--- src/rtl/ds_fifo.sv ---
`default_nettype none
// ============================================================================
//  Module   : ds_fifo
//  Purpose  : Byte FIFO for one Direct Sound channel. Accepts 16/32-bit bus
//             writes (little-endian, low byte first). Pops one signed 8-bit
//             sample per timer overflow. Pulses a DMA sound request when a
//             pop leaves the occupancy at or below REQ_LEVEL.
//  Ports    : clock       core clock
//             reset_n     asynchronous active-low reset
//             fifo_clear  synchronous clear; overrides pop and write
//             wr_en       write strobe (one cycle per bus write)
//             wr_word     1 = 4-byte write, 0 = 2-byte write
//             wr_data     write data, byte [7:0] enqueued first
//             timer_tick  pop strobe
//             sample_out  current sample (registered)
//             count       occupancy in bytes, 0..DEPTH
//             sound_req   one-cycle DMA request pulse
//             overflow    sticky, bytes dropped on write
//             underflow   sticky, pop while empty
//  Macro    : DS_FIFO_UNDERFLOW_ZERO_EN - a pop while empty outputs silence
//             (0) instead of holding the last sample.
//  Revision : 1.0 - initial release
// ============================================================================
module ds_fifo #(
  parameter int DEPTH     = 32,
  parameter int REQ_LEVEL = 16
) (
  input  logic                       clock,
  input  logic                       reset_n,
  input  logic                       fifo_clear,
  input  logic                       wr_en,
  input  logic                       wr_word,
  input  logic [31:0]                wr_data,
  input  logic                       timer_tick,
  output logic [7:0]                 sample_out,
  output logic [$clog2(DEPTH+1)-1:0] count,
  output logic                       sound_req,
  output logic                       overflow,
  output logic                       underflow
);

  localparam int CW = $clog2(DEPTH + 1);
  localparam int AW = $clog2(DEPTH);
  localparam logic [CW-1:0] C_DEPTH     = CW'(DEPTH);
  localparam logic [CW-1:0] C_REQ_LEVEL = CW'(REQ_LEVEL);

  typedef enum logic [1:0] {
    ST_IDLE = 2'd0,
    ST_REQ  = 2'd1,
    ST_WAIT = 2'd2
  } req_state_t;

  logic [7:0]    mem_q [DEPTH];
  logic [AW-1:0] rd_ptr_q, rd_ptr_d;
  logic [AW-1:0] wr_ptr_q, wr_ptr_d;
  logic [CW-1:0] count_q, count_d;
  logic [7:0]    sample_q, sample_d;
  logic          overflow_q, overflow_d;
  logic          underflow_q, underflow_d;
  req_state_t    state_q, state_d;

  logic          pop_ok;
  logic [CW-1:0] cnt_pop;     // occupancy after the pop, before the write
  logic [CW-1:0] space;
  logic [2:0]    n_req;
  logic [2:0]    n_acc;
  logic [3:0]    byte_we;
  logic [AW-1:0] byte_addr [4];

  always_comb begin
    rd_ptr_d    = rd_ptr_q;
    wr_ptr_d    = wr_ptr_q;
    sample_d    = sample_q;
    overflow_d  = overflow_q;
    underflow_d = underflow_q;
    state_d     = state_q;
    pop_ok      = 1'b0;
    cnt_pop     = count_q;
    n_req       = wr_word ? 3'd4 : 3'd2;
    n_acc       = 3'd0;
    byte_we     = 4'b0000;

    // Pop first so a coincident write can use the slot it frees.
    if (timer_tick) begin
      if (count_q != '0) begin
        pop_ok   = 1'b1;
        sample_d = mem_q[rd_ptr_q];
        rd_ptr_d = rd_ptr_q + AW'(1);
        cnt_pop  = count_q - CW'(1);
      end else begin
        underflow_d = 1'b1;
`ifdef DS_FIFO_UNDERFLOW_ZERO_EN
        sample_d = 8'h00;
`endif
      end
    end

    space = C_DEPTH - cnt_pop;

    // Partial acceptance: as many leading bytes as fit, the rest dropped.
    if (wr_en) begin
      n_acc    = (space >= CW'(n_req)) ? n_req : space[2:0];
      wr_ptr_d = wr_ptr_q + AW'(n_acc);
      if (n_acc != n_req) begin
        overflow_d = 1'b1;
      end
    end

    for (int i = 0; i < 4; i++) begin
      byte_we[i]   = wr_en && (3'(i) < n_acc);
      byte_addr[i] = wr_ptr_q + AW'(i);
    end

    count_d = cnt_pop + CW'(n_acc);

    // Only a real pop can request; writes never do.
    case (state_q)
      ST_IDLE: if (pop_ok && (count_d <= C_REQ_LEVEL)) state_d = ST_REQ;
      ST_REQ:  state_d = ST_WAIT;
      ST_WAIT: if (count_q > C_REQ_LEVEL) state_d = ST_IDLE;
      default: state_d = ST_IDLE;
    endcase

    if (fifo_clear) begin
      rd_ptr_d    = '0;
      wr_ptr_d    = '0;
      count_d     = '0;
      sample_d    = 8'h00;
      overflow_d  = 1'b0;
      underflow_d = 1'b0;
      state_d     = ST_IDLE;
      byte_we     = 4'b0000;
    end
  end

  always_ff @(posedge clock or negedge reset_n) begin
    if (!reset_n) begin
      rd_ptr_q    <= '0;
      wr_ptr_q    <= '0;
      count_q     <= '0;
      sample_q    <= 8'h00;
      overflow_q  <= 1'b0;
      underflow_q <= 1'b0;
      state_q     <= ST_IDLE;
    end else begin
      rd_ptr_q    <= rd_ptr_d;
      wr_ptr_q    <= wr_ptr_d;
      count_q     <= count_d;
      sample_q    <= sample_d;
      overflow_q  <= overflow_d;
      underflow_q <= underflow_d;
      state_q     <= state_d;
    end
  end

  // Storage needs no reset: contents are only reachable through the pointers.
  always_ff @(posedge clock) begin
    for (int i = 0; i < 4; i++) begin
      if (byte_we[i]) begin
        mem_q[byte_addr[i]] <= wr_data[8*i +: 8];
      end
    end
  end

  assign sample_out = sample_q;
  assign count      = count_q;
  assign sound_req  = (state_q == ST_REQ);
  assign overflow   = overflow_q;
  assign underflow  = underflow_q;

endmodule
`default_nettype wire

--- config.mk ---
export PLATFORM = sky130hd
export DESIGN_NAME = ds_fifo
export DESIGN_NICKNAME = d
export VERILOG_FILES = /design/src/rtl/ds_fifo.sv
export SDC_FILE = /design/constraint.sdc
export NUM_CORES = 1
export LEC_CHECK = 0
export ABC_CLOCK_PERIOD_IN_PS = 14110
export CAP_MARGIN = 20
export CORE_ASPECT_RATIO = 0.75
export CORE_MARGIN = 5
export CORE_UTILIZATION = 25
export CTS_CLUSTER_SIZE = 28
export DETAILED_ROUTE_END_ITERATION = 8
export PLACE_DENSITY = 0.38
export SLEW_MARGIN = 15
export SYNTH_ARGS = -nofsm -noshare
export SYNTH_HDL_FRONTEND = slang
export SYNTH_SLANG_ARGS = --single-unit
--- constraint.sdc ---
create_clock -name clock -period 14.11 [get_ports clock]
set_input_delay 2.822 -clock clock [delete_from_list [all_inputs] [get_ports clock]]
set_output_delay 2.822 -clock clock [all_outputs]
set_load 0.1 [all_outputs]
* Word level (Yosys, flattened, before mapping)
Memory sizes are Yosys's and may differ from the RTL's.
Index checks and enable logic that the tools add are counted.
** Storage, ports and cells
- Bits of input ports :: 38
- Memory bits (read-only) :: 0
- Memories :: 1
- Output and inout port bits :: 17
- Bits in writable memories :: 256
- Logic and storage cells :: 79
- Register bits after elaboration :: 28
- Bits in latches :: 0
** Memory list
- mem_q :: words 32, width 8, rd ports 1, clocked after Yosys merged registers in 0, wr ports 4, RTL line 53 : logic [7:0] mem_q [DEPTH];
** Cells by class
- Eq/ne operators :: 6
- Reduce and logical (&&, ||, !) cells :: 15
- Add/sub/neg operators :: 8
- Shifts and indexed selects :: 0
- Div/mod/pow operators :: 0
- Bitwise gates (word level) :: 0
- Muxes and demuxes :: 35
- Order comparisons :: 7
- $mul :: 0
** Operator list (count)
- 5-bit two-way mux :: 5
- 8-bit two-way mux :: 3
- 6-bit two-way mux :: 3
- 1-bit two-way mux :: 16
- 5-bit by 1-bit adder with 5-bit output (second input constant) :: 2
- 5-bit by 2-bit adder with 5-bit output (second input constant) :: 2
- 3-bit two-way mux :: 3
- 2-bit AND reduction :: 4
- 2-bit nonzero test :: 4
- 6-bit by 3-bit adder with 6-bit output :: 1
- 6-bit by 3-bit greater-or-equal comparator with 1-bit output :: 1
- 6-bit by 5-bit > comparator with 1-bit output (second input constant) :: 1
- 6-bit by 5-bit less-or-equal comparator with 1-bit output (second input constant) :: 1
- 1-bit by 3-bit < comparator with 1-bit output (first input constant) :: 2
- 2-bit by 3-bit < comparator with 1-bit output (first input constant) :: 2
- 2-bit two-way mux :: 3
- 3-bit != test (second input constant) :: 2
- 2-bit one-hot mux with 3 select lines :: 1
- 6-bit nonzero test :: 1
- 6-bit by 1-bit subtractor with 6-bit output (second input constant) :: 1
- 6-bit subtractor (first input constant) :: 1
- 5-bit by 3-bit adder with 5-bit output :: 1
- 1-bit logical AND :: 5
- 4-bit two-way mux :: 1
- 5 further kinds :: 5

* Logic depth before layout (Yosys ltp)
Gate-level depths: netlist (run 1).
- Depth in word-level cells :: 13
- Depth in mapped cells :: 24
- Mapped depth without buffers :: 23

* Worst setup path before layout (run 1)
No wires, ideal clock.
- Kind :: input -> register
- Start point :: in timer_tick
- End point :: mem mem_q[1][0] (enable)
- Stages on the path :: 17
- Data required time :: 13734 ps
- Setup time :: 376 ps
- Buffers on the path :: 3
- Arrival time :: 6747 ps
- Slack :: 6987 ps
- Path through :: buf_4 -> a21boi_1 -> mux2i_1 -> inv_1 -> ha_1 -> xnor2_1 -> inv_1 -> ha_1 -> a21oi_1 -> o41a_2 -> o21ai_4 -> buf_6 -> a211oi_4 -> nand2_2 -> and2_1 -> buf_2 -> o211ai_1
** RTL lines
- start, declared :: RTL line 34 : input logic timer_tick,
- end, declared :: RTL line 53

==> results of run 1 <==
-- through the flow --
| stage | util, % | setup WS (ns) | instances |
|---|---|---|---|
| 3_3_place_gp | 26.3 | 4.61 | 2875 |
| 5_1_grt | 27.8 | 4.81 | 2942 |
| 3_5_place_dp | 26.3 | 4.46 | 2876 |
| 6_report | 27.8 | 5.06 | 2943 |
| 2_1_floorplan | - | 6.99 | 1924 |
| 4_1_cts | 27.8 | 5.05 | 2941 |
-- path summary, 6_finish.rpt --
check	from	endpoint	slack [ns]	depth (start not counted)
worst max-delay path	timer_tick	mem_q[1][5]$_DFFE_PP_	5.06	15
worst min-delay path	underflow$_DFFE_PN0P_	underflow$_DFFE_PN0P_	0.53	2
worst max register to register	count[0]$_DFF_PN0_	mem_q[1][5]$_DFFE_PP_	6.87	17
worst min register to register	underflow$_DFFE_PN0P_	underflow$_DFFE_PN0P_	0.53	2
max in group asynchronous	reset_n	rd_ptr_q[0]$_DFFE_PN0P_	11.11	2
min in group asynchronous	reset_n	wr_ptr_q[3]$_DFFE_PN0P_	2.65	2
-- Yosys cell counts (4+ instances only) --
cell / n / share of area (%)
a2111oi_0: 5 / 0.21
a211oi_1: 68 / 2.5
a211oi_2: 8 / 0.49
a21oi_1: 169 / 4.1
a31oi_1: 14 / 0.43
and2_0: 6 / 0.18
and2_1: 32 / 0.97
and3_1: 11 / 0.33
buf_1: 18 / 0.33
buf_2: 36 / 0.88
buf_4: 5 / 0.18
buf_6: 11 / 0.60
clkbuf_1: 120 / 2.2
clkbuf_2: 7 / 0.17
clkbuf_8: 19 / 1.3
dfrtp_1: 28 / 3.4
dlygate4sd1_1: 6 / 0.26
edfxtp_1: 256 / 37
ha_1: 12 / 0.73
inv_1: 29 / 0.53
mux2i_1: 257 / 13
mux4_2: 80 / 8.8
nand2_1: 108 / 2.0
nand2_2: 18 / 0.55
nand2b_1: 8 / 0.24
nand3_1: 24 / 0.58
nor2_1: 127 / 2.3
nor2_2: 4 / 0.12
nor2b_1: 13 / 0.40
nor3_1: 59 / 1.4
nor4b_1: 5 / 0.21
o211ai_1: 35 / 1.3
o21ai_0: 20 / 0.49
o221a_2: 32 / 1.8
o22ai_1: 155 / 4.7
o2bb2ai_1: 8 / 0.34
or2_2: 13 / 0.40
or3_1: 8 / 0.24
xnor2_1: 12 / 0.51
xor2_1: 8 / 0.34
-- report_power, final --
| part | leakage (µW) | internal (µW) | switching, µW | total, µW |
|---|---|---|---|---|
| logic | 0.00425 | 382 | 801 | 1180 |
| clock network | 0.000612 | 593 | 410 | 1000 |
| registers | 0.00268 | 985 | 76.3 | 1060 |
| total | 0.00754 | 1960 | 1290 | 3250 |
-- sequential cells by signal, indices dropped and copies added (netlist names) --
signal / count
count: 6
state_q: 2
sample_out: 8
rd_ptr_q: 5
mem_q: 256
underflow: 1
overflow: 1
wr_ptr_q: 5
-- cells by family (layout without fill, tap and decap cells) --
| logic type | Yosys count | after routing |
|---|---|---|
| xor+xnor | 20 | 20 |
| fa+ha+maj | 13 | 13 |
| other cells | 0 | 1 |
| buf+inv | 254 | 203 |
| flops | 284 | 284 |
| compound gates | 551 | 551 |
| mux | 338 | 338 |
| simple gates | 464 | 464 |
-- worst max-delay path, delay by kind of cell --
kind / cells / cell delay (ns)
adder cells (fa/ha/maj): 2 / 0.60
AND/OR/NAND/NOR: 3 / 1.64
AO/OA/AOI/OAI: 4 / 2.05
multiplexers: 1 / 0.57
buffers and inverters: 4 / 1.21
XOR/XNOR: 1 / 0.34
-- cell type report --
cell class,instances,area (µm²)
diodes,1,2.50
clock buffers,41,941
clock inverters,24,285
fillers,8415,59100
inverters,30,113
multi-input cells,1386,10900
flip-flops and latches,284,8390
well taps,1069,1340
repair buffers,108,793
-- routing by layer --
metal | GRT usage [%] | vias to the layer above
met5 | 0 | -
met4 | 5.80 | 0
met3 | 5.08 | 184
met2 | 30.6 | 1123
met1 | 34.0 | 9146
li1 | - | 7338
==> key figures, run 1 <==
Drt
  – Via count: 17,791
  – Detailed Routing Iterations Pass 1: 5
  – DR WL met3: 10.4 mm
  – DRC errors left: 0
  – Vias per cell: 6.05
  – Metal-1 WL: approximately 47 mm
  – DR iter-0 viols: 2,425
  – Post-DRT Antenna Nets: 0
  – Top Layer Used: met4
  – Met2 WL: slightly above 40 mm
  – Wire per inst: 34.2 µm
  – Post-Route WL: 101 mm

Global routing
  – Antenna violations before repair: 3
  – All-Layer GR Usage: between 20 and 25%
  – Vias in the first global route: 16,716
  – GRT overflow: 0
  – Largest net degree at the start of global routing: 42
  – Wire length of the first global-routing pass: 138 mm

Pwr
  – PwrDens: 143 mW/mm²
  – P_leak: approximately 0.0075 µW
  – Post-route total power: 3250 µW
  – Peak supply drop: 0.0000660 V

Clock tree
  – Post-CTS Setup Bufs: 0
  – CTS Buffer Depth: 3
  – H-tree depth: 2
  – Worst-skew pair later-pin latency: 0.58 ns
  – Count of hold buffers inserted by post-cts repair: 0
  – CTS resizes: 0
  – Root Buffer: clkbuf_16
  – CTS tree: built
  – Clock sink count: 284
  – Total CTS buffers: 36
  – Clock transition at path regs: 0.06 ns

Placed design
  – Placed cell area: 0.0215 mm²
  – Detailed placement HPWL: 60.3 mm
  – Port Buf Inserts: 54
  – Placer congestion estimate: 0.863

Logic synthesis
  – Ys flop type: edfxtp_1
  – Post-Synth Simple-Gate Area: 11.2%
  – Synth Area per Inst: 10.7 µm²
  – Synth cell types: 88
  – Syn Inst Count: 1,924
  – Combined area of all synthesized cells: 0.0206 mm²
  – Async SR Flop Fraction: 9.86%
  – Syn nets: 1,975
  – Post-synthesis compound-gate area fraction: 18.5%
  – Post-Synth XOR/XNOR Area: 0.851%
  – Sequential share of the synthesized area: 40.8%
  – Post-synthesis adder-cell area fraction: 0.827%
  – Post-synthesis mux area share: a little over a fifth
  – Yosys warns: 0
  – Number of flops mapped to enable cells by yosys: 256
  – Largest family of logic cells by synthesized area: multiplexers
  – #FFs+latches synth: 284

Worst setup path
  – CP Class: input pin to flip-flop
  – Crit Path Max Fanout: 23
  – Critical path arrival: roughly 9.3 ns
  – CP Cell Sequence: clkdlybuf4s50_1 -> a21boi_2 -> mux2i_1 -> inv_1 -> ha_1 -> xnor2_1 -> inv_1 -> ha_1 -> nand2_1 -> o41ai_4 -> a2111oi_2 -> buf_4 -> nor2b_2 -> nand3_1 -> o211ai_1
  – CP startpoint kind: input pin
  – Req. time, crit path: 14.31 ns
  – Largest stage delay on the critical path: 0.88 ns
  – Worst Setup End Kind: flip-flop
  – Crit-path slowest cell: a21boi_2

Run
  – MaxCap Viol Count: 0

Status
  – Status: finished clean

Timing
  – Hold Slack: 0.534 ns
  – Tcrit/Tclk final: 64.1%
  – Final Hold Vio Count: 0
  – Tmin final: 9.05 ns
  – Slew HR: 24.6%
  – Setup violators final: 0
  – Total Negative Setup Slacks: 0 ns
  – Clock Skews: 0.0283 ns
  – Final Max Tran Viols: 0
  – FMAX: 111 MHz
  – Slew @ Worst Pin: about 1.1 ns
  – RSZ-0062 raised after global routing: false

Finish
  – Most frequent cells in the layout: mux2i_1, edfxtp_1, a21oi_1
  – Cell area after layout: 0.0228 mm²
  – Layout cells sized above 1: 18.3%
  – Area grow syn2layout: 10.7%
  – Nets: 1,897
  – Commonest non-fill, non-tap cell in the layout: mux2i_1

Floorplanning
  – Core Area: 0.0819 mm²
  – Die H: about 260 µm
  – Starting density of the core: 25.1%
  – Num rows: 91
  – Die area: approximately 0.09 mm²
  – Boundary pin count: 55
  – Die span in x: 341 µm

Worst hold path
  – Min-Delay Path Class: flip-flop to flip-flop
Note: power is estimated with default switching activity, not from simulation.
==> run 2, diff against run 1 <==
ABC_CLOCK_PERIOD_IN_PS = 8000   (was 14110)
PLACE_DENSITY = 0.39   (was 0.38)
clock period = 8 ns   (was 14.11 ns; I/O delays follow)
==> key figures, run 2 (same netlist as run 1, synthesis figures left out) <==
Status
  – Status: finished clean

Timing
  – Tcrit/Tclk final: around 86%
  – Clock Skews: 0.0140 ns (-0.0143 ns)
  – Slew HR: 23.7% (-0.83 points)
  – FMAX: 145 MHz
  – Slew @ Worst Pin: 1.14 ns (+0.0119 ns)
  – Final Hold Vio Count: 0 (unchanged)
  – Total Negative Setup Slacks: 0 ns (unchanged)
  – Worst Slack Setup Final: 1.09 ns (-3.97 ns)
  – RSZ-0062 raised after global routing: false
  – Setup violators final: 0 (unchanged)
  – Tmin final: 6.91 ns
  – Final Max Tran Viols: 0 (unchanged)

Pwr
  – Peak supply drop: 0.000118 V (+79%)
  – P_leak: 0.00756 µW (+0.30%)
  – PwrDens: 242 mW/mm² (+70%)
  – Post-route total power: 5510 µW (+70%)

Worst setup path
  – CP startpoint kind: input pin
  – CP Cell Sequence: clkdlybuf4s50_1 -> a21boi_2 -> mux2i_1 -> inv_1 -> ha_1 -> xnor2_1 -> inv_1 -> ha_1 -> a21oi_1 -> o41a_2 -> o21ai_4 -> a2111oi_4 -> nand2_1 -> and2_1 -> o211ai_1
  – Crit-path slowest cell: a2111oi_4
  – Largest stage delay on the critical path: 0.77 ns (-0.11 ns)
  – CP Class: input pin to flip-flop
  – Worst Setup End Kind: flip-flop
  – Req. time, crit path: 8.18 ns (-6.13 ns)
  – Crit Path Max Fanout: 16 (-30%)
  – Critical path arrival: 7.10 ns (-2.15 ns)

Placed design
  – Port Buf Inserts: 54 (unchanged)
  – DP Worst Slack: 0.680 ns (-3.78 ns)
  – Dpl cells: 2,904 (+0.97%)
  – Detailed placement HPWL: 60.1 mm (-0.37%)
  – Placer congestion estimate: 0.876 (+1.5%)

Clock tree
  – CTS Buffer Depth: 3 (unchanged)
  – Post-CTS Setup Bufs: 0 (unchanged)
  – Count of hold buffers inserted by post-cts repair: 0 (unchanged)
  – Root Buffer: clkbuf_16
  – Total CTS buffers: 35 (-2.8%)
  – CTS resizes: 0 (unchanged)
  – Clock sink count: 284 (unchanged)
  – CTS tree: built
  – H-tree depth: 2 (unchanged)
  – Worst-skew pair later-pin latency: 0.56 ns (-0.02 ns)
  – Clock transition at path regs: 0.06 ns (about the same)

Finish
  – # fillers: 8,420 (+0.059%)
  – Layout Utilization: 27.8% (about the same)
  – Layout cells sized above 1: 18.6% (+0.35 points)
  – Commonest non-fill, non-tap cell in the layout: mux2i_1
  – Most frequent cells in the layout: mux2i_1, edfxtp_1, a21oi_1
  – # diodes: 0 (-1)
  – Fin cells: 2,966 (+0.78%)
  – Nets: 1,924 (+1.4%)
  – Max FFs per register: 256 (unchanged)
  – Area grow syn2layout: 10.8% (about the same)

Drt
  – Post-Route WL: 98.0 mm (-2.7%)
  – Post-DRT Antenna Nets: 0 (unchanged)
  – Vias per cell: 6.00 (-0.76%)
  – DR iter-0 viols: 2,600 (+7.2%)
  – DRC errors left: 0 (unchanged)
  – Wire per inst: 33.0 µm (-3.5%)
  – Detailed Routing Iterations Pass 1: 5 (unchanged)
  – Via count: 17,793 (+0.011%)

Floorplanning
  – Boundary pin count: 55 (unchanged)
  – Core Area: 0.0819 mm² (unchanged)
  – Die H: 258 µm (unchanged)
  – Num rows: 91 (unchanged)
  – Starting density of the core: 25.1% (unchanged)
  – Die span in x: 341 µm (unchanged)
  – Die area: 0.0882 mm² (unchanged)

Global routing
  – All-Layer GR Usage: 21.4% (-0.58 points)
  – Wire length of the first global-routing pass: 135 mm (-2.2%)
  – Vias in the first global route: 16,680 (-0.22%)
  – GRT overflow: 0 (unchanged)
  – Antenna violations before repair: 5 (+2)
  – Largest net degree at the start of global routing: 68 (+62%)

Worst hold path
  – Min-Delay Path Class: flip-flop to flip-flop

Run
  – MaxCap Viol Count: 0 (unchanged)
## run 2: cell count changes in the layout (fill, tap and decap cells not counted), sizes merged
cell	delta
buf	+28
bufinv	-5
clkbuf	+2
clkinvlp	+2
diode	-1
inv	-3
## run 2: metal layers
| metal | track usage (%) | part of all wire, % | wire, µm | vias to the layer above |
|---|---|---|---|---|
| met4 | 6.45 | 3.1 | 3020 | 0 |
| met3 | 5.76 | 12 | 11500 | 189 |
| met2 | 28.1 | 38 | 37600 | 1205 |
| li1 | - | - | - | 7400 |
| met1 | 33.6 | 47 | 45900 | 8999 |
| met5 | 0 | 0 | 0 | - |
## run 2: area by class of cell
| cell class | instances | area [µm²] | share of cell area, % |
|---|---|---|---|
| Timing Repair Buffer | 136 | 993 | 4.36 |
| Sequential cell | 284 | 8390 | 36.8 |
| Clock inverter | 18 | 114 | 0.500 |
| Inverter | 30 | 113 | 0.494 |
| Clock buffer | 43 | 948 | 4.16 |
| Multi-Input combinational cell | 1386 | 10900 | 47.8 |
| Tap cell | 1069 | 1340 | 5.87 |
## run 2: worst paths after layout
check | start | end | slack, ns | cells past startpoint
min in group asynchronous | reset_n | overflow$_DFFE_PN0P_ | 1.44 | 2
min | underflow$_DFFE_PN0P_ | underflow$_DFFE_PN0P_ | 0.50 | 2
min reg2reg | underflow$_DFFE_PN0P_ | underflow$_DFFE_PN0P_ | 0.50 | 2
max in group asynchronous | reset_n | rd_ptr_q[0]$_DFFE_PN0P_ | 6.21 | 2
max | timer_tick | mem_q[16][1]$_DFFE_PP_ | 1.09 | 15
max reg2reg | count[0]$_DFF_PN0_ | mem_q[16][1]$_DFFE_PP_ | 1.39 | 17
## run 2: power breakdown
part           internal, µW  total (µW)  switching [µW]
Sequential             1740        1870             131
Combinational           682        2080            1400
Clock                   874        1560             682
## run 2: metrics by stage
stage / instance area (µm²) / hold WS, ns
finish: 22800 / 0.504
global placement: 21700 / 0.502
global route: 22800 / 0.584
detailed placement: 21700 / 0.502
CTS: 22800 / 0.516
floorplan: 20600 / 0.520
## run 2: worst max-delay path, delay by kind of cell
| kind | cells | cell delay [ns] |
|---|---|---|
| AO/OA/AOI/OAI | 6 | 2.25 |
| XOR/XNOR | 1 | 0.35 |
| adder cells (fa/ha/maj) | 2 | 0.60 |
| multiplexers | 1 | 0.48 |
| buffers and inverters | 3 | 1.03 |
| AND/OR/NAND/NOR | 2 | 0.77 |
==> run 3, diff against run 2 <==
ABC_AREA = 0   (was default)
==> results of run 3 <==
Same layout as run 2: the final DEF is identical, and so are final timing and power.
